### src/rtl/crcn_stream_engine.sv
// Parametrised TinyQV-mapped CRC engine: byte FIFO feeding a bit-serial CRC folder.
// Build option CRCN_DONE_IRQ_EN adds a sticky completion interrupt on user_interrupt.
module crcn_stream_engine #(
  parameter int          CRC_W          = 32,
  parameter int          FIFO_DEPTH     = 8,
  parameter int          BITS_PER_CYCLE = 1,
  parameter logic [31:0] POLY_DEFAULT   = 32'h04C11DB7
) (
  input  logic        clk,
  input  logic        rst_n,
  input  logic [7:0]  ui_in,
  output logic [7:0]  uo_out,
  input  logic [5:0]  address,
  input  logic [31:0] data_in,
  input  logic [1:0]  data_write_n,
  input  logic [1:0]  data_read_n,
  output logic [31:0] data_out,
  output logic        data_ready,
  output logic        user_interrupt
);

  localparam int AW    = $clog2(FIFO_DEPTH);
  localparam int CW    = AW + 1;
  localparam int NSTEP = 8 / BITS_PER_CYCLE;

  localparam logic [5:0] A_CTRL = 6'h00;
  localparam logic [5:0] A_CFG  = 6'h04;
  localparam logic [5:0] A_DATA = 6'h08;
  localparam logic [5:0] A_RES  = 6'h0C;
  localparam logic [5:0] A_POLY = 6'h10;
  localparam logic [5:0] A_INIT = 6'h14;
  localparam logic [5:0] A_STAT = 6'h18;

  typedef enum logic {ST_IDLE, ST_SHIFT} state_t;

  function automatic logic [CRC_W-1:0] rev_w(input logic [CRC_W-1:0] v);
    logic [CRC_W-1:0] r;
    for (int i = 0; i < CRC_W; i++) r[i] = v[CRC_W-1-i];
    return r;
  endfunction

  function automatic logic [7:0] rev8(input logic [7:0] v);
    logic [7:0] r;
    for (int i = 0; i < 8; i++) r[i] = v[7-i];
    return r;
  endfunction

  // Bus decode
  logic wr_en, rd_en, wr_ctrl, wr_cfg, wr_data, wr_poly, wr_init, clear;
  logic [2:0]  wr_nbytes;
  logic [31:0] lane_m, poly_wr32, init_wr32;

  assign wr_en   = (data_write_n != 2'b11);
  assign rd_en   = (data_read_n != 2'b11);
  assign wr_ctrl = wr_en && (address == A_CTRL);
  assign wr_cfg  = wr_en && (address == A_CFG);
  assign wr_data = wr_en && (address == A_DATA);
  assign wr_poly = wr_en && (address == A_POLY);
  assign wr_init = wr_en && (address == A_INIT);
  assign clear   = wr_ctrl && data_in[1];

  assign wr_nbytes = (data_write_n == 2'b00) ? 3'd1 : (data_write_n == 2'b01) ? 3'd2 : 3'd4;
  assign lane_m    = (data_write_n == 2'b00) ? 32'h0000_00FF :
                     (data_write_n == 2'b01) ? 32'h0000_FFFF : 32'hFFFF_FFFF;

  // Register file
  logic             enable_q, ovf_q;
  logic [2:0]       cfg_q;
  logic [CRC_W-1:0] poly_q, init_q;

  assign poly_wr32 = (32'(poly_q) & ~lane_m) | (data_in & lane_m);
  assign init_wr32 = (32'(init_q) & ~lane_m) | (data_in & lane_m);

  // FIFO
  logic [7:0]    fifo_mem [FIFO_DEPTH];
  logic [AW-1:0] wr_ptr_q, wr_ptr_d, rd_ptr_q, rd_ptr_d;
  logic [CW-1:0] count_q, count_d;
  logic          push_ok, ovf_set, pop, fifo_empty, fifo_full;
  logic [7:0]    head;

  assign push_ok    = wr_data && ((int'(count_q) + int'(wr_nbytes)) <= FIFO_DEPTH);
  assign ovf_set    = wr_data && !push_ok;
  assign fifo_empty = (count_q == '0);
  assign fifo_full  = (count_q == CW'(FIFO_DEPTH));
  assign head       = fifo_mem[rd_ptr_q];

  // Engine
  state_t           state_q, state_d;
  logic [2:0]       step_q, step_d;
  logic [7:0]       sh_q, sh_d, sh_f;
  logic [CRC_W-1:0] crc_q, crc_d, crc_f, poly_act_q, poly_act_d;
  logic             fb, busy;

  assign busy = (state_q == ST_SHIFT);

  always_comb begin
    state_d    = state_q;
    step_d     = step_q;
    sh_d       = sh_q;
    crc_d      = crc_q;
    poly_act_d = poly_act_q;
    pop        = 1'b0;
    fb         = 1'b0;
    crc_f      = crc_q;
    sh_f       = sh_q;
    for (int i = 0; i < BITS_PER_CYCLE; i++) begin
      fb    = crc_f[CRC_W-1] ^ sh_f[7];
      crc_f = {crc_f[CRC_W-2:0], 1'b0} ^ (fb ? poly_act_q : '0);
      sh_f  = {sh_f[6:0], 1'b0};
    end
    case (state_q)
      ST_IDLE: begin
        if (enable_q && !fifo_empty) begin
          pop     = 1'b1;
          state_d = ST_SHIFT;
        end
      end
      ST_SHIFT: begin
        crc_d  = crc_f;
        sh_d   = sh_f;
        step_d = step_q - 3'd1;
        if (step_q == 3'd0) begin
          if (enable_q && !fifo_empty) pop = 1'b1;
          else                          state_d = ST_IDLE;
        end
      end
      default: state_d = ST_IDLE;
    endcase
    // Byte boundary: latch the next byte and the polynomial it is folded with.
    if (pop) begin
      sh_d       = cfg_q[0] ? rev8(head) : head;
      step_d     = 3'(NSTEP - 1);
      poly_act_d = poly_q;
    end
    if (clear) begin
      state_d = ST_IDLE;
      crc_d   = init_q;
      pop     = 1'b0;
    end
  end

  always_comb begin
    count_d  = count_q + CW'(push_ok ? wr_nbytes : 3'd0) - CW'(pop);
    wr_ptr_d = wr_ptr_q + (push_ok ? AW'(wr_nbytes) : '0);
    rd_ptr_d = rd_ptr_q + AW'(pop);
    if (clear) begin
      count_d  = '0;
      wr_ptr_d = '0;
      rd_ptr_d = '0;
    end
  end

  always_ff @(posedge clk) begin
    for (int i = 0; i < 4; i++)
      if (push_ok && (i < int'(wr_nbytes)))
        fifo_mem[wr_ptr_q + AW'(i)] <= data_in[8*i +: 8];
  end

  always_ff @(posedge clk or negedge rst_n) begin
    if (!rst_n) begin
      enable_q   <= 1'b0;
      cfg_q      <= 3'b111;
      poly_q     <= POLY_DEFAULT[CRC_W-1:0];
      init_q     <= '1;
      ovf_q      <= 1'b0;
      state_q    <= ST_IDLE;
      step_q     <= '0;
      sh_q       <= '0;
      crc_q      <= '1;
      poly_act_q <= POLY_DEFAULT[CRC_W-1:0];
      wr_ptr_q   <= '0;
      rd_ptr_q   <= '0;
      count_q    <= '0;
    end else begin
      if (wr_ctrl) enable_q <= data_in[0];
      if (wr_cfg)  cfg_q    <= data_in[2:0];
      if (wr_poly) poly_q   <= poly_wr32[CRC_W-1:0];
      if (wr_init) init_q   <= init_wr32[CRC_W-1:0];
      if (clear)        ovf_q <= 1'b0;
      else if (ovf_set) ovf_q <= 1'b1;
      state_q    <= state_d;
      step_q     <= step_d;
      sh_q       <= sh_d;
      crc_q      <= crc_d;
      poly_act_q <= poly_act_d;
      wr_ptr_q   <= wr_ptr_d;
      rd_ptr_q   <= rd_ptr_d;
      count_q    <= count_d;
    end
  end

  // Read side
  logic [CRC_W-1:0] crc_out;
  assign crc_out = (cfg_q[1] ? rev_w(crc_q) : crc_q) ^ (cfg_q[2] ? '1 : '0);

  always_comb begin
    data_out = '0;
    case (address)
      A_CTRL: data_out = {31'b0, enable_q};
      A_CFG:  data_out = {29'b0, cfg_q};
      A_RES:  data_out = 32'(crc_out);
      A_POLY: data_out = 32'(poly_q);
      A_INIT: data_out = 32'(init_q);
      A_STAT: data_out = {20'b0, 8'(count_q), ovf_q, fifo_full, fifo_empty, busy};
      default: data_out = '0;
    endcase
  end

  // RESULT stalls only while enabled work is still outstanding.
  assign data_ready = !(rd_en && (address == A_RES) && enable_q && (busy || !fifo_empty));
  assign uo_out     = {6'b0, fifo_full, busy};

`ifdef CRCN_DONE_IRQ_EN
  logic irq_q, irq_set, irq_clr;
  assign irq_set = busy && (state_d == ST_IDLE) && (count_d == '0) && enable_q;
  assign irq_clr = clear || (wr_ctrl && data_in[7]);

  always_ff @(posedge clk or negedge rst_n) begin
    if (!rst_n)       irq_q <= 1'b0;
    else if (irq_set) irq_q <= 1'b1;
    else if (irq_clr) irq_q <= 1'b0;
  end
  assign user_interrupt = irq_q;
`else
  assign user_interrupt = 1'b0;
`endif

  logic unused_ok;
  assign unused_ok = &{1'b0, ui_in, poly_wr32, init_wr32};

endmodule

### config.mk
export PLATFORM = sky130hd
export DESIGN_NAME = crcn_stream_engine
export DESIGN_NICKNAME = d
export VERILOG_FILES = /design/src/rtl/crcn_stream_engine.sv
export SDC_FILE = /design/constraint.sdc
export NUM_CORES = 1
export LEC_CHECK = 0
export BUFFER_PORTS_ARGS = -buffer_cell sky130_fd_sc_hd__clkbuf_2
export CAP_MARGIN = 30
export CORE_MARGIN = 4
export CORE_UTILIZATION = 62
export DETAILED_ROUTE_END_ITERATION = 12
export GPL_ROUTABILITY_DRIVEN = 0
export PLACE_DENSITY = 0.81
export SYNTH_ARGS = -nofsm -noshare
export SYNTH_HDL_FRONTEND = slang
export SYNTH_SLANG_ARGS = --single-unit
### constraint.sdc
create_clock -name clk -period 4.9 [get_ports clk]
set_clock_uncertainty 0.1 [all_clocks]
set_input_delay 0.245 -clock clk [delete_from_list [all_inputs] [get_ports clk]]
set_output_delay 0.245 -clock clk [all_outputs]
set_load 0.01 [all_outputs]
==> reports/results.txt, run 1 <==
Top Ports - 94
warnings from Yosys - 0
CP arrival - 3.94 ns
final setup violation count - 0
count of fill cells added during filler insertion - 1627
combined global-route utilization of all metal layers - 33.7%
post-route DRC violation count - 0
maximum fanout along the worst path - 37
crit start category - flop
CTS tree - yes
Clock Path Buffers - 3
synth unique cells - 76
final layout net count - 1553
count of maximum capacitance violations - 0
pin count of the biggest net entering global routing - 77
via count of the first global-routing pass - 11400
worst path bufs/invs - 1
most frequent cell after synthesis - sky130_fd_sc_hd__nand2_1
minimum period implied by the final worst setup slack - 3.90 ns
total CTS buffers - 24
ANT cells - 0
number of stages on the worst setup path - 8
detailed-route via count - 12100
final critical-path share of the clock period - 79.6%
die height - 157 um
number of enable flip-flop cells after synthesis - 64
sequence of cells on the critical path - ha_1, fa_1, xnor2_1, a221oi_1, a211oi_4, buf_4, nand2_1, o211ai_1
kind of cell adding the most delay to the critical path - compound AO/OA/AOI/OAI gates
Synth top cells by count - sky130_fd_sc_hd__nand2_1, sky130_fd_sc_hd__o21ai_0, sky130_fd_sc_hd__dfstp_2
post-synthesis sequential element count - 219
worst skew pair latency - 0.52 ns
Critical Setup Path Class - reg2reg
power density cells - 480 nW/um^2
worst hold slack - 0.0302 ns
slew at the pin closest to its max-slew limit - 1.02 ns
Max transition margin - 31.6%
first-pass GRT wire length - 64900 um
post-synthesis instance area - 13700 um^2
final cell area excluding filler cells - 14900 um^2
overall die area - 24500 um^2
Worst setup EP type - flop
synth top area cells - sky130_fd_sc_hd__dfstp_2, sky130_fd_sc_hd__edfxtp_1, sky130_fd_sc_hd__dfrtp_1
fmax - 256 MHz
violation count after the first detailed-route iteration - 2101
post-synthesis async set-or-reset flop share - 70.8%
final hold viol count - 0
Reg2Reg Depth - 8
number of clock sinks - 219
area of the core - 21800 um^2
status - completed
quantity of I/O buffers inserted on ports - 78
Max rail drop VDD - 313 uV
final core occ - 68.7%
Crit path required time - 4.94 ns
path class of the lowest-slack min-delay path - in2reg
width of the chip - 157 um
sequential area share after synthesis - 43.3%
post-CTS clock slew at the launch and capture registers of the worst setup and hold paths - 0.06 ns
number of placed instances, taps included - 1732
worst slack at placement - 0.847 ns
post-layout instance count excluding filler cells - 1780
row count - 54
average via count per standard cell - 6.79
area growth from synthesis to layout - 9.26%
Syn Area/Cell - 9.26 um^2
half-perimeter wire length after detailed placement - 29200 um
post-synthesis instance total - 1478
post-route antenna net violation count - 0
DR WL/cell - 23.4 um
Setup TNS Final - 0 ns
Yosys top cell by area - sky130_fd_sc_hd__dfstp_2
total wire length after detailed routing - 41700 um
antenna violations before repair - 2
CTS-repair resized insts - 0
P_leak - 5.95 nW
biggest cell delay along the critical path - 0.87 ns
Synth Flop Type - sky130_fd_sc_hd__dfstp_2
fin. max-slew vios - 0
hold path cells - 2
Placement Cell Area - 14100 um^2
worst setup margin - 0.998 ns
library cell used as clock root buffer - sky130_fd_sc_hd__clkbuf_16
Slowest cell on crit path - sky130_fd_sc_hd__o211ai_1
number of detailed-routing iterations run before antenna repair - 9
area share of the largest cell type after synthesis - 18.2%
Clock H-tree levels - 1
overall power after layout - 7.18 mW
share of cells above drive strength 1 - 22.0%
setup fix buffers added after clock tree synthesis - 0
initial core utilization - 62.9%
Congestion Overflow GR - 0
setup repair after global routing missed its margin - no
==> layout make-up <==
class                   instances  area (um^2)  area share (%)
inverters                      30          113           0.753
flip-flops and latches        219         5920            39.6
clock inverters                10         80.1           0.536
well taps                     280          350            2.34
multi-input cells            1102         7120            47.7
clock buffers                  34          691            4.62
repair buffers                105          667            4.46
==> placed cells by master, fill, tap and decap left out, types with 26 or more instances in the layout <==
master and count:
sky130_fd_sc_hd__a21oi_1 52, sky130_fd_sc_hd__a22oi_1 30, sky130_fd_sc_hd__clkbuf_16 26, sky130_fd_sc_hd__clkbuf_2 78
sky130_fd_sc_hd__dfrtp_1 59, sky130_fd_sc_hd__dfstp_2 95, sky130_fd_sc_hd__edfxtp_1 64, sky130_fd_sc_hd__inv_1 29
sky130_fd_sc_hd__mux2_2 55, sky130_fd_sc_hd__mux2i_1 42, sky130_fd_sc_hd__nand2_1 317, sky130_fd_sc_hd__nor2_1 51
sky130_fd_sc_hd__o211ai_1 38, sky130_fd_sc_hd__o21ai_0 140, sky130_fd_sc_hd__o22ai_1 31, sky130_fd_sc_hd__xor2_1 64
==> worst register-to-register path: stages (launching register included) <==
cell and delay, ns:
sky130_fd_sc_hd__dfrtp_1 0.46, sky130_fd_sc_hd__ha_1 0.28, sky130_fd_sc_hd__fa_1 0.45, sky130_fd_sc_hd__xnor2_1 0.23, sky130_fd_sc_hd__a221oi_1 0.19, sky130_fd_sc_hd__a211oi_4 0.31
sky130_fd_sc_hd__buf_4 0.42, sky130_fd_sc_hd__nand2_1 0.22, sky130_fd_sc_hd__o211ai_1 0.87
==> final timing paths <==
path                          startpoint        endpoint  slack, ns
max reg2reg                   count_q[0]  fifo_mem[5][2]        1.0
min reg2reg                poly_act_q[2]   poly_act_q[2]       0.36
max                           count_q[0]  fifo_mem[5][2]        1.0
min in group asynchronous          rst_n  poly_act_q[17]       0.10
max in group asynchronous          rst_n       init_q[2]       3.69
min                           data_in[2]        cfg_q[2]       0.03
==> layer usage <==
metal  global-route usage, %  up-vias  wire [um]
li1                        -     5302          -
met3                    8.49      206       5120
met1                    47.8     5663      16200
met2                    49.8      917      18000
met4                    13.8        4       2290
met5                       0        -         52
==> repair_timing <==
| item | 4_1_cts | 5_1_grt |
|---|---|---|
| endpoints found under the hold margin | 55 | 0 |
| hold buffers | 1 | 0 |
| setup endpoints to repair | 0 | 0 |
==> cells by family (layout without fill, tap and decap cells) <==
group,Yosys count,in the layout,synth area share [%]
adders and majority gates,19,19,1.90
buffers and inverters,163,179,5.02
and+or+nand+nor,462,462,14.6
muxes,121,121,10.9
xor gates and xnor gates,75,75,4.80
other,1,7,0.0274
AOI/OAI and AO/OA,418,418,19.5
DFF,219,219,43.3
==> report_power, final <==
group	internal [mW]	leakage, nW	switching, mW	total, mW
clock network	1.04	0.383	0.744	1.78
registers	2.44	2.33	0.486	2.92
logic	0.984	3.24	1.49	2.47
total	4.46	5.95	2.72	7.18
Note: power is estimated with default switching activity, not from simulation.
==> run 2: changes to the inputs <==
--- a/config.mk
+++ b/config.mk
@@ -5,6 +5,7 @@
 export SDC_FILE = /design/constraint.sdc
 export NUM_CORES = 1
 export LEC_CHECK = 0
+export ABC_AREA = 1
 export BUFFER_PORTS_ARGS = -buffer_cell sky130_fd_sc_hd__clkbuf_2
 export CAP_MARGIN = 30
 export CORE_MARGIN = 4
==> constraint.sdc (replaced) <==
create_clock -name clk -period 3.6 [get_ports clk]
set_clock_uncertainty 0.1 [all_clocks]
set_input_delay 0.18 -clock clk [delete_from_list [all_inputs] [get_ports clk]]
set_output_delay 0.18 -clock clk [all_outputs]
set_load 0.01 [all_outputs]
==> run 2 against run 1 <==
  * First-iteration DRC count down 19%
  * Clock power up 42%
  * Fmax is 15% higher
  * Global-route usage grew 3.2 points
  * Synthesized area up 0.59%
  * Sequential cell count stayed put
  * Combinational power rose by 55%
  * Routed wire length increased by 8.4%
  * Count of clock-buffer cells in the layout down 8
  * Sequential share of layout area fell by 1.0 points
  * Critical path type unchanged
  * Non-clock buffer count increased by 29
==> reports/results.txt, run 2 <==
worst hold path endpoint - enable_q
slack of the worst reg-to-reg path - 0.21 ns
worst hold slack - 0.0346 ns
CP arrival - 3.46 ns
combinational share of power - 37.8%
Placement Cell Area - 14400 um^2
Slowest cell on crit path - sky130_fd_sc_hd__fa_1
post-synthesis instance total - 1843
number of enable flip-flop cells after synthesis - 64
sequential group share of total power - 37.5%
mux contribution to synthesized area - 0.0727%
Syn Area/Cell - 7.47 um^2
library cell used as clock root buffer - sky130_fd_sc_hd__clkbuf_16
area growth from synthesis to layout - 11.5%
Clock H-tree levels - 1
Synth top cells by count - sky130_fd_sc_hd__nand2_1, sky130_fd_sc_hd__inv_1, sky130_fd_sc_hd__o21ai_0
fraction of power consumed by the clock network - 24.8%
share of cells above drive strength 1 - 15.7%
Reg2Reg Capture Point - fifo_mem[2][1]
area of the core - 21800 um^2
number of placed instances, taps included - 2140
area share of the largest cell type after synthesis - 18.1%
half-perimeter wire length after detailed placement - 31700 um
combined global-route utilization of all metal layers - 36.9%
Yosys top cell by area - sky130_fd_sc_hd__dfstp_2
P_leak - 7.01 nW
fmax - 295 MHz
number of clock sinks - 219
CTS tree - yes
minimum period implied by the final worst setup slack - 3.39 ns
post-CTS clock slew at the launch and capture registers of the worst setup and hold paths - 0.06 ns
status - completed
Clock Path Buffers - 3
Critical Setup Path Class - reg2reg
quantity of I/O buffers inserted on ports - 78
fin. max-slew vios - 0
Synth Flop Type - sky130_fd_sc_hd__dfstp_2
width of the chip - 157 um
biggest cell delay along the critical path - 0.47 ns
Setup TNS Final - 0 ns
row count - 54
simple-gate share of the synthesized area - 26.4%
most frequent cell after synthesis - sky130_fd_sc_hd__nand2_1
Crit path required time - 3.67 ns
xor/xnor share of the synthesized area - 1.53%
violation count after the first detailed-route iteration - 1695
pin count of the biggest net entering global routing - 67
initial core utilization - 63.1%
post-route DRC violation count - 0
number of detailed-routing iterations run before antenna repair - 7
dominant combinational cell family by area after synthesis - simple AND/OR/NAND/NOR gates
count of maximum capacitance violations - 0
total CTS buffers - 24
post-layout instance count excluding filler cells - 2198
crit start category - flop
total wire length after detailed routing - 45200 um
worst skew pair latency - 0.55 ns
sequence of cells on the critical path - ha_1, fa_1, nor2_1, o21ai_1, nand3_2, nand3_4, nor2_8, buf_4, nand3_2, nand3_1
Max transition margin - 41.5%
detailed-route via count - 13700
setup repair after global routing missed its margin - no
switching power - 4.05 mW
post-synthesis instance area - 13800 um^2
power density cells - 663 nW/um^2
average via count per standard cell - 6.25
post-route antenna net violation count - 0
final layout net count - 1972
synth unique cells - 43
overall die area - 24600 um^2
maximum fanout along the worst path - 18
warnings from Yosys - 0
DR WL/cell - 20.6 um
antenna violations before repair - 1
final cell area excluding filler cells - 15300 um^2
Internal Power - 6.13 mW
ANT cells - 0
post-synthesis async set-or-reset flop share - 70.8%
final hold viol count - 0
die height - 157 um
hold path cells - 6
synth top area cells - sky130_fd_sc_hd__dfstp_2, sky130_fd_sc_hd__nand2_1, sky130_fd_sc_hd__edfxtp_1
commonest non-fill, non-tap cells in the layout - sky130_fd_sc_hd__nand2_1, sky130_fd_sc_hd__inv_1, sky130_fd_sc_hd__o21ai_0
fraction of power spent switching nets - 39.8%
Reg2Reg Depth - 10
sequential area share after synthesis - 43.0%
post-synthesis sequential element count - 219
reg-to-reg critical path startpoint - count_q[0]
final core occ - 70.3%
Worst setup EP type - flop
Max rail drop VDD - 504 uV
Synth Area in Compound Gates - 17.5%
slew at the pin closest to its max-slew limit - 0.874 ns
final setup violation count - 0
Congestion Overflow GR - 0
cell with the most instances on the worst path - sky130_fd_sc_hd__nand3_2
most common cell after layout, fill and taps aside - sky130_fd_sc_hd__nand2_1
path class of the lowest-slack min-delay path - in2reg
start point of the worst min-delay path - address[2]
adder and majority cell fraction of the synthesized area - 1.89%
via count of the first global-routing pass - 13100
Top Ports - 94
first-pass GRT wire length - 71400 um
final critical-path share of the clock period - 94.2%
==> run 2: cell families (layout without fill, tap and decap cells) <==
group / count (synthesis) / after routing
adder cells (fa/ha/maj): 19 / 19
XOR/XNOR: 24 / 24
AND/OR/NAND/NOR: 840 / 840
AO/OA/AOI/OAI: 410 / 410
buffers and inverters: 329 / 398
multiplexers: 1 / 1
other: 1 / 7
flip-flops: 219 / 219
==> run 2: layer usage <==
layer / track usage (%) / part of all wire, %
met5: 0 / 0.062
met4: 19.0 / 6.1
met1: 49.8 / 37
met2: 55.8 / 44
met3: 8.80 / 13
==> run 2: power groups by stage <==
stage	registers, mW	clock network [mW]	logic, mW
6_report	3.81	2.52	3.84
5_1_grt	3.88	2.65	4.30
4_1_cts	3.80	2.54	3.77
3_5_place_dp	3.83	0	3.73
3_3_place_gp	3.80	0	3.58
2_1_floorplan	3.69	0	2.75
==> run 2: worst max-delay path by stage <==
stage,to,cells past startpoint,from
3_3_place_gp,fifo_mem[7][5],11,count_q[0]
3_5_place_dp,fifo_mem[7][3],11,count_q[0]
2_1_floorplan,count_q[2],17,data_write_n[1]
4_1_cts,fifo_mem[7][2],11,count_q[0]
6_report,fifo_mem[2][1],10,count_q[0]
5_1_grt,fifo_mem[2][2],13,data_write_n[0]
==> run 2: area by class of cell <==
type	instances	area [um^2]
Multi-Input combinational cell	1301	6560
Fill cell	1778	6480
Sequential cell	219	5920
Timing Repair Buffer	134	880
Inverter	221	830
Clock buffer	26	608
Tap cell	280	350
Clock inverter	17	199
==> run 2: what timing repair did <==
item	4_1_cts	5_1_grt
resized for setup	0	1
setup buffers	0	1
endpoints found under the setup margin	0	9
hold buffers	14	0
endpoints found under the hold margin	84	0
==> run 2: critical path: cells and delay by family, from the launching register on <==
family,cells,cell delay (ns)
buf+inv,1,0.23
flops,1,0.42
simple gates,6,1.44
compound gates,1,0.09
fa+ha+maj,2,0.72
==> run 2: per-stage QoR <==
step | setup WS (ns) | power (mW)
global route | 0.00615 | 10.8
floorplan | 0.143 | 6.44
detailed placement | 0.184 | 7.56
finish | 0.208 | 10.2
CTS | 0.153 | 10.1
global placement | 0.350 | 7.38
